===== config.mk =====
export PLATFORM = sky130hd
export DESIGN_NAME = noc_packetizer
export DESIGN_NICKNAME = d
export VERILOG_FILES = /design/src/rtl/noc_flit_pkg.sv /design/src/rtl/flit_formatter.sv /design/src/rtl/noc_packetizer.sv
export SDC_FILE = /design/constraint.sdc
export NUM_CORES = 1
export LEC_CHECK = 0
export ABC_CLOCK_PERIOD_IN_PS = 3050
export BUFFER_PORTS_ARGS = -buffer_cell sky130_fd_sc_hd__clkbuf_2
export CAP_MARGIN = 0
export CORE_UTILIZATION = 54
export CTS_BUF_LIST = sky130_fd_sc_hd__clkbuf_8
export CTS_CLUSTER_SIZE = 10
export DETAILED_ROUTE_END_ITERATION = 8
export GPL_ROUTABILITY_DRIVEN = 0
export PLACE_DENSITY = 0.8
export RECOVER_POWER = 25
export SETUP_SLACK_MARGIN = 0.1
export SYNTH_ARGS = -nofsm -noshare
export SYNTH_HDL_FRONTEND = slang
export SYNTH_SLANG_ARGS = --single-unit

===== constraint.sdc =====
create_clock -name clk -period 3.05 [get_ports clk]
set_input_delay 0.1525 -clock clk [delete_from_list [all_inputs] [get_ports clk]]
set_output_delay 0.1525 -clock clk [all_outputs]
set_load 0.01 [all_outputs]

===== src/rtl/noc_flit_pkg.sv =====
// Shared flit layout constants and packetizer state type.
// Defaults match the fabric port configuration used by noc_writer.
package noc_flit_pkg;

    localparam int DEF_WIDTH            = 36;
    localparam int DEF_N                = 16;
    localparam int DEF_NUM_VC           = 2;
    localparam int DEF_MAX_FLITS        = 4;
    localparam int DEF_ASSIGNED_VC      = 0;

    localparam int DEF_ADDRESS_WIDTH    = $clog2(DEF_N);
    localparam int DEF_VC_ADDRESS_WIDTH = $clog2(DEF_NUM_VC);

    localparam int DATA_WIDTH = DEF_WIDTH - 3 - DEF_VC_ADDRESS_WIDTH
                              - DEF_ADDRESS_WIDTH;

    localparam int VALID_POS  = DEF_WIDTH - 1;
    localparam int HEAD_POS   = DEF_WIDTH - 2;
    localparam int TAIL_POS   = DEF_WIDTH - 3;
    localparam int VC_POS     = DEF_WIDTH - 4;
    localparam int DEST_POS   = DEF_WIDTH - 4 - DEF_VC_ADDRESS_WIDTH;

    typedef enum logic {
        IDLE = 1'b0,
        SEND = 1'b1
    } state_e;

endpackage


===== src/rtl/flit_formatter.sv =====
// Packs head/tail/vc/dest/data into one flit; the valid bit is always set.
// Purely combinational so depacketizer checks can reuse the same layout.
module flit_formatter #(
    parameter  int WIDTH            = 36,
    parameter  int VC_ADDRESS_WIDTH = 1,
    parameter  int ADDRESS_WIDTH    = 4,
    localparam int DATA_WIDTH       = WIDTH - 3 - VC_ADDRESS_WIDTH
                                    - ADDRESS_WIDTH
) (
    input  logic                        i_head,
    input  logic                        i_tail,
    input  logic [VC_ADDRESS_WIDTH-1:0] i_vc,
    input  logic [ADDRESS_WIDTH-1:0]    i_dest,
    input  logic [DATA_WIDTH-1:0]       i_data,
    output logic [WIDTH-1:0]            o_flit
);

    assign o_flit = {1'b1, i_head, i_tail, i_vc, i_dest, i_data};

endmodule


===== src/rtl/noc_packetizer.sv =====
// Splits one accepted multi-flit packet into stamped NoC flits and
// writes them in order into the afifo, stalling while it is full.
module noc_packetizer
    import noc_flit_pkg::*;
#(
    parameter  int WIDTH            = DEF_WIDTH,
    parameter  int N                = DEF_N,
    parameter  int NUM_VC           = DEF_NUM_VC,
    parameter  int MAX_FLITS        = DEF_MAX_FLITS,
    parameter  int ASSIGNED_VC      = DEF_ASSIGNED_VC,
    localparam int ADDRESS_WIDTH    = $clog2(N),
    localparam int VC_ADDRESS_WIDTH = $clog2(NUM_VC),
    localparam int LEN_WIDTH        = $clog2(MAX_FLITS) + 1,
    localparam int DWIDTH           = WIDTH - 3 - VC_ADDRESS_WIDTH
                                    - ADDRESS_WIDTH
) (
    input  logic                        clk,
    input  logic                        rst,
    input  logic [MAX_FLITS*DWIDTH-1:0] i_packet_in,
    input  logic [ADDRESS_WIDTH-1:0]    i_dest_in,
    input  logic [LEN_WIDTH-1:0]        i_length_in,
    input  logic                        i_valid_in,
    output logic                        o_ready_out,
    output logic [WIDTH-1:0]            o_flit_out,
    output logic                        o_write_en,
    input  logic                        i_full_in
);

    localparam logic [VC_ADDRESS_WIDTH-1:0] VC_VAL =
        VC_ADDRESS_WIDTH'(ASSIGNED_VC);

    state_e                        r_state;
    state_e                        w_state_nxt;
    logic [MAX_FLITS*DWIDTH-1:0]   r_payload;
    logic [ADDRESS_WIDTH-1:0]      r_dest;
    logic [LEN_WIDTH-1:0]          r_len;
    logic [LEN_WIDTH-1:0]          r_idx;

    logic [LEN_WIDTH-1:0]          w_len_norm;
    logic [DWIDTH-1:0]             w_data;
    logic [WIDTH-1:0]              w_flit;
    logic                          w_head;
    logic                          w_tail;
    logic                          w_write;
    logic                          w_ready;
    logic                          w_accept;

    assign w_head   = (r_idx == '0);
    assign w_tail   = (r_idx == r_len - LEN_WIDTH'(1));
    assign w_accept = i_valid_in & w_ready;

    always_comb begin
        w_len_norm = i_length_in;
        if (i_length_in == '0) begin
            w_len_norm = LEN_WIDTH'(1);
        end else if (i_length_in > LEN_WIDTH'(MAX_FLITS)) begin
            w_len_norm = LEN_WIDTH'(MAX_FLITS);
        end
    end

    always_comb begin
        w_data = '0;
        for (int k = 0; k < MAX_FLITS; k++) begin
            if (r_idx == LEN_WIDTH'(k)) begin
                w_data = r_payload[k*DWIDTH +: DWIDTH];
            end
        end
    end

    // A tail write frees the slot, so a waiting packet is taken on the
    // same edge and SEND continues without a bubble.
    always_comb begin
        w_state_nxt = r_state;
        w_write     = 1'b0;
        w_ready     = 1'b0;
        unique case (r_state)
            IDLE: begin
                w_ready = 1'b1;
                if (i_valid_in) begin
                    w_state_nxt = SEND;
                end
            end
            SEND: begin
                w_write = ~i_full_in;
                w_ready = w_tail & ~i_full_in;
                if (w_write && w_tail && !i_valid_in) begin
                    w_state_nxt = IDLE;
                end
            end
        endcase
    end

    always_ff @(posedge clk or negedge rst) begin
        if (!rst) begin
            r_state   <= IDLE;
            r_payload <= '0;
            r_dest    <= '0;
            r_len     <= LEN_WIDTH'(1);
            r_idx     <= '0;
        end else begin
            r_state <= w_state_nxt;
            if (w_accept) begin
                r_payload <= i_packet_in;
                r_dest    <= i_dest_in;
                r_len     <= w_len_norm;
                r_idx     <= '0;
            end else if (w_write && !w_tail) begin
                r_idx <= r_idx + LEN_WIDTH'(1);
            end
        end
    end

    flit_formatter #(
        .WIDTH            (WIDTH),
        .VC_ADDRESS_WIDTH (VC_ADDRESS_WIDTH),
        .ADDRESS_WIDTH    (ADDRESS_WIDTH)
    ) u_fmt (
        .i_head (w_head),
        .i_tail (w_tail),
        .i_vc   (VC_VAL),
        .i_dest (r_dest),
        .i_data (w_data),
        .o_flit (w_flit)
    );

    assign o_flit_out  = (r_state == SEND) ? w_flit : '0;
    assign o_write_en  = w_write;
    assign o_ready_out = w_ready;

endmodule

==> results of run 1 <==
## flip-flops by register name, indices dropped and copies added, names as in the netlist
name       count
r_payload    112
r_dest         4
r_len          3
r_state        1
r_idx          3
## power groups by stage
stage | combinational [mW] | clock [mW] | sequential, mW
2_1_floorplan | 2.50 | 0 | 2.82
3_3_place_gp | 3.27 | 0 | 2.91
3_5_place_dp | 3.42 | 0 | 2.99
4_1_cts | 3.56 | 1.26 | 2.96
5_1_grt | 3.94 | 1.36 | 3.10
6_report | 3.64 | 1.26 | 3.02
## cells in the final DEF, fill, tap and decap left out, types with 2 or more instances in the layout
cell             n
nand2b_1         2
mux2_1          86
dfrtp_1        122
clkbuf_2       159
mux2_2          31
nor2b_1          3
clkbuf_8        18
a22o_1          27
a22oi_1         28
xor2_1           2
buf_4           10
and2_1           5
nand2_1          3
nor2_1          31
a21oi_1         30
inv_1           11
ha_1             6
dlygate4sd3_1  120
buf_12           2
clkinv_2         7
## worst max-delay path: stages, from the launching register on
cell and delay, ns:
dfrtp_1 0.47, inv_1 0.10, ha_1 0.22, nand2b_2 0.41, buf_4 0.35, nor2_1 0.07
a21oi_1 0.17, a22o_1 0.18, clkbuf_2 0.14
## layer usage
metal,up-vias,track usage,part of all wire,routed length (um)
met5,-,0,0,0
met3,64,0.0865,0.051,835
met1,2369,0.353,0.37,6050
met4,0,0.161,0.039,646
li1,2123,-,-,-
met2,202,0.577,0.54,8940
## per-stage QoR
step | power, mW | cell area (sq um) | setup WS [ns]
after floorplan | 5.32 | 5650 | 0.842
after global placement | 6.18 | 6560 | 0.637
after detailed placement | 6.41 | 6560 | 0.557
after CTS | 7.79 | 8100 | 0.254
after global routing | 8.40 | 8090 | 0.214
final | 7.93 | 8090 | 0.354
## worst max path at each step
stage | start | slack [ns] | cells past startpoint | endpoint
6_report | r_idx[0]$_DFFE_PN0P_ | 0.35 | 8 | o_flit_out[9]
4_1_cts | r_len[0]$_DFFE_PN1P_ | 0.25 | 6 | o_ready_out
5_1_grt | r_idx[0]$_DFFE_PN0P_ | 0.21 | 8 | o_flit_out[3]
3_3_place_gp | r_len[0]$_DFFE_PN1P_ | 0.64 | 6 | r_payload[61]$_DFFE_PN0P_
2_1_floorplan | r_len[0]$_DFFE_PN1P_ | 0.84 | 7 | r_payload[51]$_DFFE_PN0P_
3_5_place_dp | r_len[0]$_DFFE_PN1P_ | 0.56 | 6 | r_payload[74]$_DFFE_PN0P_
## area by class of cell
cell class	instances	area, sq um
clock buffer	18	248
timing repair buffer	291	2110
sequential	123	3080
tap	133	166
multi-input combinational	271	2370
inverter	6	22.5
fill	557	1860
clock inverter	14	91.3
## logic make-up after synthesis
kind of cell,count (synthesis)
flip-flops,123
multiplexers,118
AO/OA/AOI/OAI,92
AND/OR/NAND/NOR,50
buffers and inverters,37
adder cells (fa/ha/maj),6
XOR/XNOR,4
other,1
## repair_timing
item | in CTS | in global routing
gates resized for setup | 0 | 1
endpoints found under the setup margin | 0 | 1
hold endpoints to repair | 202 | 0
hold buffers | 120 | 0
==> impl_metrics.json, run 1 <==
{
  "status": "finished, violations left",
  "violations": "max-capacitance violations, max-slew violations",
  "reg2reg_to": "r_payload[62]$_DFFE_PN0P_",
  "finalCriticalPeriod_ns": 2.70,
  "cts_tree": "done",
  "setup_viol": 0,
  "clockPowerShare": 0.159,
  "synth_top_area_frac": 0.541,
  "vdd_drop_max_mv": 0.588,
  "fmax_ghz": 0.371,
  "p_comb_frac": 0.460,
  "synth_top_cells_by_count": "dfrtp_1 (122), mux2_1 (86), nor2_1 (32)",
  "syn_area_per_cell_sq_um": 13.1,
  "finalCritPeriodShare": 0.884,
  "clockBufferDepth": 2,
  "ant_nets": 0,
  "dr_total_vias": 4758,
  "async_flop_share": 1.00,
  "internal_power_mw": 4.94,
  "synth_flop_cell": "dfrtp_1",
  "dieWidth_um": 104,
  "synth-xor-area-share": 0.00864,
  "synth-edff-count": 0,
  "min_path_type": "input pin to flip-flop",
  "antenna_found_initial": 0,
  "post_cts_buffers": 0,
  "synth-seq-cells": 123,
  "grtUsageTotal": 0.323,
  "r2r_setup_slack_ns": 0.51,
  "slew_violations": 83,
  "crit_path_start_kind": "flip-flop",
  "netlist_instances": 431,
  "first_pass_iters": 4,
  "drc": 0,
  "rsz0062_at_grt": "no",
  "relSlewSlack": -0.374,
  "grt_max_degree": 94,
  "totalWireLength_um": 16500,
  "clk_pin_slew_ns": 0.07,
  "n_antenna_cell": 0,
  "swShare": 0.377,
  "crit_required_ns": 2.90,
  "holdPathStages": 3,
  "viasPerCell": 5.56,
  "first_iter_violations": 225,
  "syn_nets": 560,
  "rr_startpoint": "r_len[0]$_DFFE_PN1P_",
  "p_per_area_mw_per_mm2": 979,
  "synth_fa_ha_area_frac": 0.0133,
  "synth_top_family_by_area": "multiplexers",
  "place_inst": 704,
  "muxShareOfSynthArea": 0.235,
  "leakage_nw": 3.89,
  "core_sq_mm": 0.00995,
  "finalHoldViolCount": 0,
  "min_to": "r_len[0]$_DFFE_PN1P_",
  "numPortBuffers": 159,
  "wire_per_inst_um": 19.2,
  "syn_to_final_growth_pct": 43.4,
  "yosys.area.top_type": "dfrtp_1",
  "finalClockSkew_ns": 0.0140,
  "switchingPower_mw": 2.99,
  "grt_pass1_vias": 5381,
  "cts.sinks": 123,
  "synth_compound_area_frac": 0.117,
  "cts.root.buffer_cell": "clkbuf_8",
  "num_io_pins": 161,
  "rows": 36,
  "yosysMostFrequentCell": "dfrtp_1",
  "crit_path_max_fanout": 26,
  "netlist_area_sq_mm": 0.00565,
  "p_seq_frac": 0.381,
  "crit_arrival_ns": 2.54,
  "synthTopCellsByArea": "dfrtp_1 (54%), mux2_1 (17%), mux2_2 (6.2%), a22o_1 (4.2%), a22oi_1 (3.7%)",
  "clk_latency_ns": 0.43,
  "cts.htree.levels": 4,
  "fin_util": 0.813,
  "initial_core_util": 0.567,
  "dp_hpwl_um": 9020,
  "ys.warnings.count": 0,
  "fin_cells": 856,
  "numCtsBuffers": 17,
  "max_cap_viol_count": 1,
  "synth_cell_types": 33,
  "die_area_sq_mm": 0.0109,
  "drive_gt1_frac": 0.326,
  "ys_seq_area_frac": 0.545,
  "final.setup.tns_ns": 0,
  "grt_pass1_wl_um": 26700,
  "fin_hold_ws_ns": 0.0359,
  "finalNetCount": 839,
  "hp-start": "i_length_in[0]",
  "critPathCaptureType": "output port",
  "reg2reg_depth": 6,
  "worst-setup-path-type": "flip-flop to output port",
  "synth-simple-area-share": 0.0408,
  "grt-ovfl-total": 0,
  "worst_pin_slew_ns": 2.06,
  "die-height_um": 104
}
No activity file was read; power rests on OpenSTA's default activity.
==> inputs of run 2 (changes only) <==
--- a/config.mk
+++ b/config.mk
@@ -15,6 +15,7 @@
 export GPL_ROUTABILITY_DRIVEN = 0
 export PLACE_DENSITY = 0.8
 export RECOVER_POWER = 25
+export REMOVE_ABC_BUFFERS = 1
 export SETUP_SLACK_MARGIN = 0.1
 export SYNTH_ARGS = -nofsm -noshare
 export SYNTH_HDL_FRONTEND = slang
==> run 2 against run 1 <==
  * The run still ends with max-capacitance violations, max-slew violations left
  * Design area rose by 1.1%
  * Combinational power hardly changed
  * Utilization up 0.93 points
  * Non-clock buffer count did not move
  * Worst setup slack worse by 0.099 ns
  * Fmax is 3.5% lower
  * Routed wire length down 3.8%
  * Largest power group unchanged
  * Highest routed layer unchanged
==> impl_metrics.json, run 2 (same netlist as run 1, synthesis figures left out) <==
{
  "clk_pin_slew_ns": 0.07,
  "clockPowerShare": 0.185,
  "cts.root.buffer_cell": "clkbuf_8",
  "violations": "max-capacitance violations, max-slew violations",
  "status": "finished, violations left",
  "crit_path_max_incr_delay_ns": 0.58,
  "largestRegisters": "r_payload (112), r_dest (4)",
  "final_cell_mix": "clkbuf_2 (159), dfrtp_1 (122), dlygate4sd3_1 (121)",
  "rsz0062_at_grt": "no",
  "clockBufferDepth": 2,
  "crit_path_start_kind": "flip-flop",
  "cts.htree.levels": 4,
  "top_register": "r_payload",
  "grt_pass1_vias": 5200,
  "finalNetCount": 839,
  "vdd_drop_max_mv": 0.737,
  "worst-setup-path-type": "flip-flop to flip-flop",
  "finalHoldViolCount": 0,
  "grt_max_degree": 70,
  "grtUsageTotal": 0.306,
  "viasPerCell": 5.49,
  "p_comb_frac": 0.447,
  "swShare": 0.367,
  "largest_reg_flops": 112,
  "initial_core_util": 0.567,
  "switchingPower_mw": 2.99,
  "cts_tree": "done",
  "clk_latency_ns": 0.44,
  "syn_to_final_growth_pct": 45.0,
  "fillers": 546,
  "max_cap_viol_count": 1,
  "ant_nets": 0,
  "totalWireLength_um": 15800,
  "setup_viol": 0,
  "fmax_ghz": 0.358,
  "fin_hold_ws_ns": 0.149,
  "core_sq_mm": 0.00995,
  "first_pass_iters": 4,
  "num_io_pins": 161,
  "dieWidth_um": 104,
  "drc": 0,
  "setup_ws_ns": 0.255,
  "grt-ovfl-total": 0,
  "p_seq_frac": 0.368,
  "rows": 36,
  "critPathCaptureType": "flip-flop",
  "die-height_um": 104,
  "finalClockSkew_ns": 0.00956,
  "cpMaxStageDelayCell": "dlygate4sd3_1",
  "antenna_found_initial": 1,
  "cts.sinks": 123,
  "internal_power_mw": 5.17,
  "dr_total_vias": 4703,
  "wire_per_inst_um": 18.5,
  "grt_pass1_wl_um": 25600,
  "dp_hpwl_um": 8700,
  "finalCritPeriodShare": 0.916,
  "first_iter_violations": 234,
  "finalCriticalPeriod_ns": 2.79,
  "drive_gt1_frac": 0.331,
  "min_path_type": "input pin to flip-flop",
  "worst_pin_slew_ns": 1.59,
  "numCtsBuffers": 17,
  "crit_arrival_ns": 3.17,
  "die_area_sq_mm": 0.0109,
  "numPortBuffers": 159,
  "crit_required_ns": 3.42,
  "path_cells": "inv_1 -> ha_1 -> xnor3_1 -> a41oi_4 -> buf_12 -> nand2_1 -> o31ai_1 -> dlygate4sd3_1",
  "slew_violations": 66,
  "p_per_area_mw_per_mm2": 997,
  "layout_commonest_cell": "clkbuf_2",
  "place_ws_ns": 0.604,
  "crit_path_max_fanout": 69,
  "leakage_nw": 3.90,
  "relSlewSlack": -0.0615
}
-- run 2: changes by cell type in the layout (fill, tap and decap cells not counted), sizes merged, moves of 2 or more --
cell      delta
inv          -4
clkbuf       +3
clkinvlp     +4
clkinv       -4
buf          -2
bufinv       +2
-- run 2: per-stage QoR --
| stage | utilization | cells | TNS, ns | total power [mW] | cell area, sq um |
|---|---|---|---|---|---|
| after floorplan | - | 400 | -262.02 | 5.28 | 5450 |
| after global placement | 0.659 | 703 | 0 | 6.16 | 6560 |
| after detailed placement | 0.659 | 703 | 0 | 6.38 | 6560 |
| after CTS | 0.823 | 856 | 0 | 8.03 | 8190 |
| after global routing | 0.822 | 857 | 0 | 8.61 | 8190 |
| final | 0.822 | 857 | 0 | 8.16 | 8190 |
-- run 2: metal layers --
metal,vias to the layer above,global-route usage,routed length [um]
met4,0,0.122,433
met2,196,0.534,8190
li1,2123,-,-
met3,42,0.0909,919
met5,-,0,0
met1,2342,0.352,6290
-- run 2: area by class of cell --
class	instances	area [sq um]	share of cell area
flip-flops and latches	123	3080	0.376
multi-input cells	271	2380	0.291
repair buffers	291	2110	0.258
clock buffers	20	275	0.0336
well taps	133	166	0.0203
clock inverters	12	146	0.0179
inverters	6	22.5	0.00275
diodes	1	2.50	0.000306
-- run 2: power groups by stage --
| stage | sequential (mW) | combinational [mW] | clock (mW) |
|---|---|---|---|
| after floorplan | 2.82 | 2.46 | 0 |
| after global placement | 2.91 | 3.25 | 0 |
| after detailed placement | 2.98 | 3.40 | 0 |
| after CTS | 2.95 | 3.57 | 1.51 |
| after global routing | 3.08 | 3.92 | 1.61 |
| final | 3.00 | 3.65 | 1.51 |
-- run 2: path summary, 6_finish.rpt --
kind	start	slack [ns]	cells past startpoint	endpoint
min in group asynchronous	rst	0.67	2	r_payload[25]$_DFFE_PN0P_
worst max register to register	r_len[0]$_DFFE_PN1P_	0.26	8	r_len[0]$_DFFE_PN1P_
worst min-delay path	i_full_in	0.15	3	r_state$_DFF_PN0_
worst min register to register	r_payload[3]$_DFFE_PN0P_	0.49	1	r_payload[3]$_DFFE_PN0P_
max in group asynchronous	rst	0.68	3	r_payload[93]$_DFFE_PN0P_
worst max-delay path	r_len[0]$_DFFE_PN1P_	0.26	8	r_len[0]$_DFFE_PN1P_
-- run 2: critical path: cells and delay by family, from the launching register on --
family / cells / cell delay, ns
compound gates: 2 / 0.41
xor+xnor: 1 / 0.44
fa+ha+maj: 1 / 0.20
buf+inv: 3 / 1.00
flops: 1 / 0.56
simple gates: 1 / 0.12
-- run 2: timing repair --
action	CTS	global route
hold endpoints to repair	186	0
setup endpoints to repair	0	2
hold buffers	121	0
gates resized for setup	0	2
buffers inserted	0	0
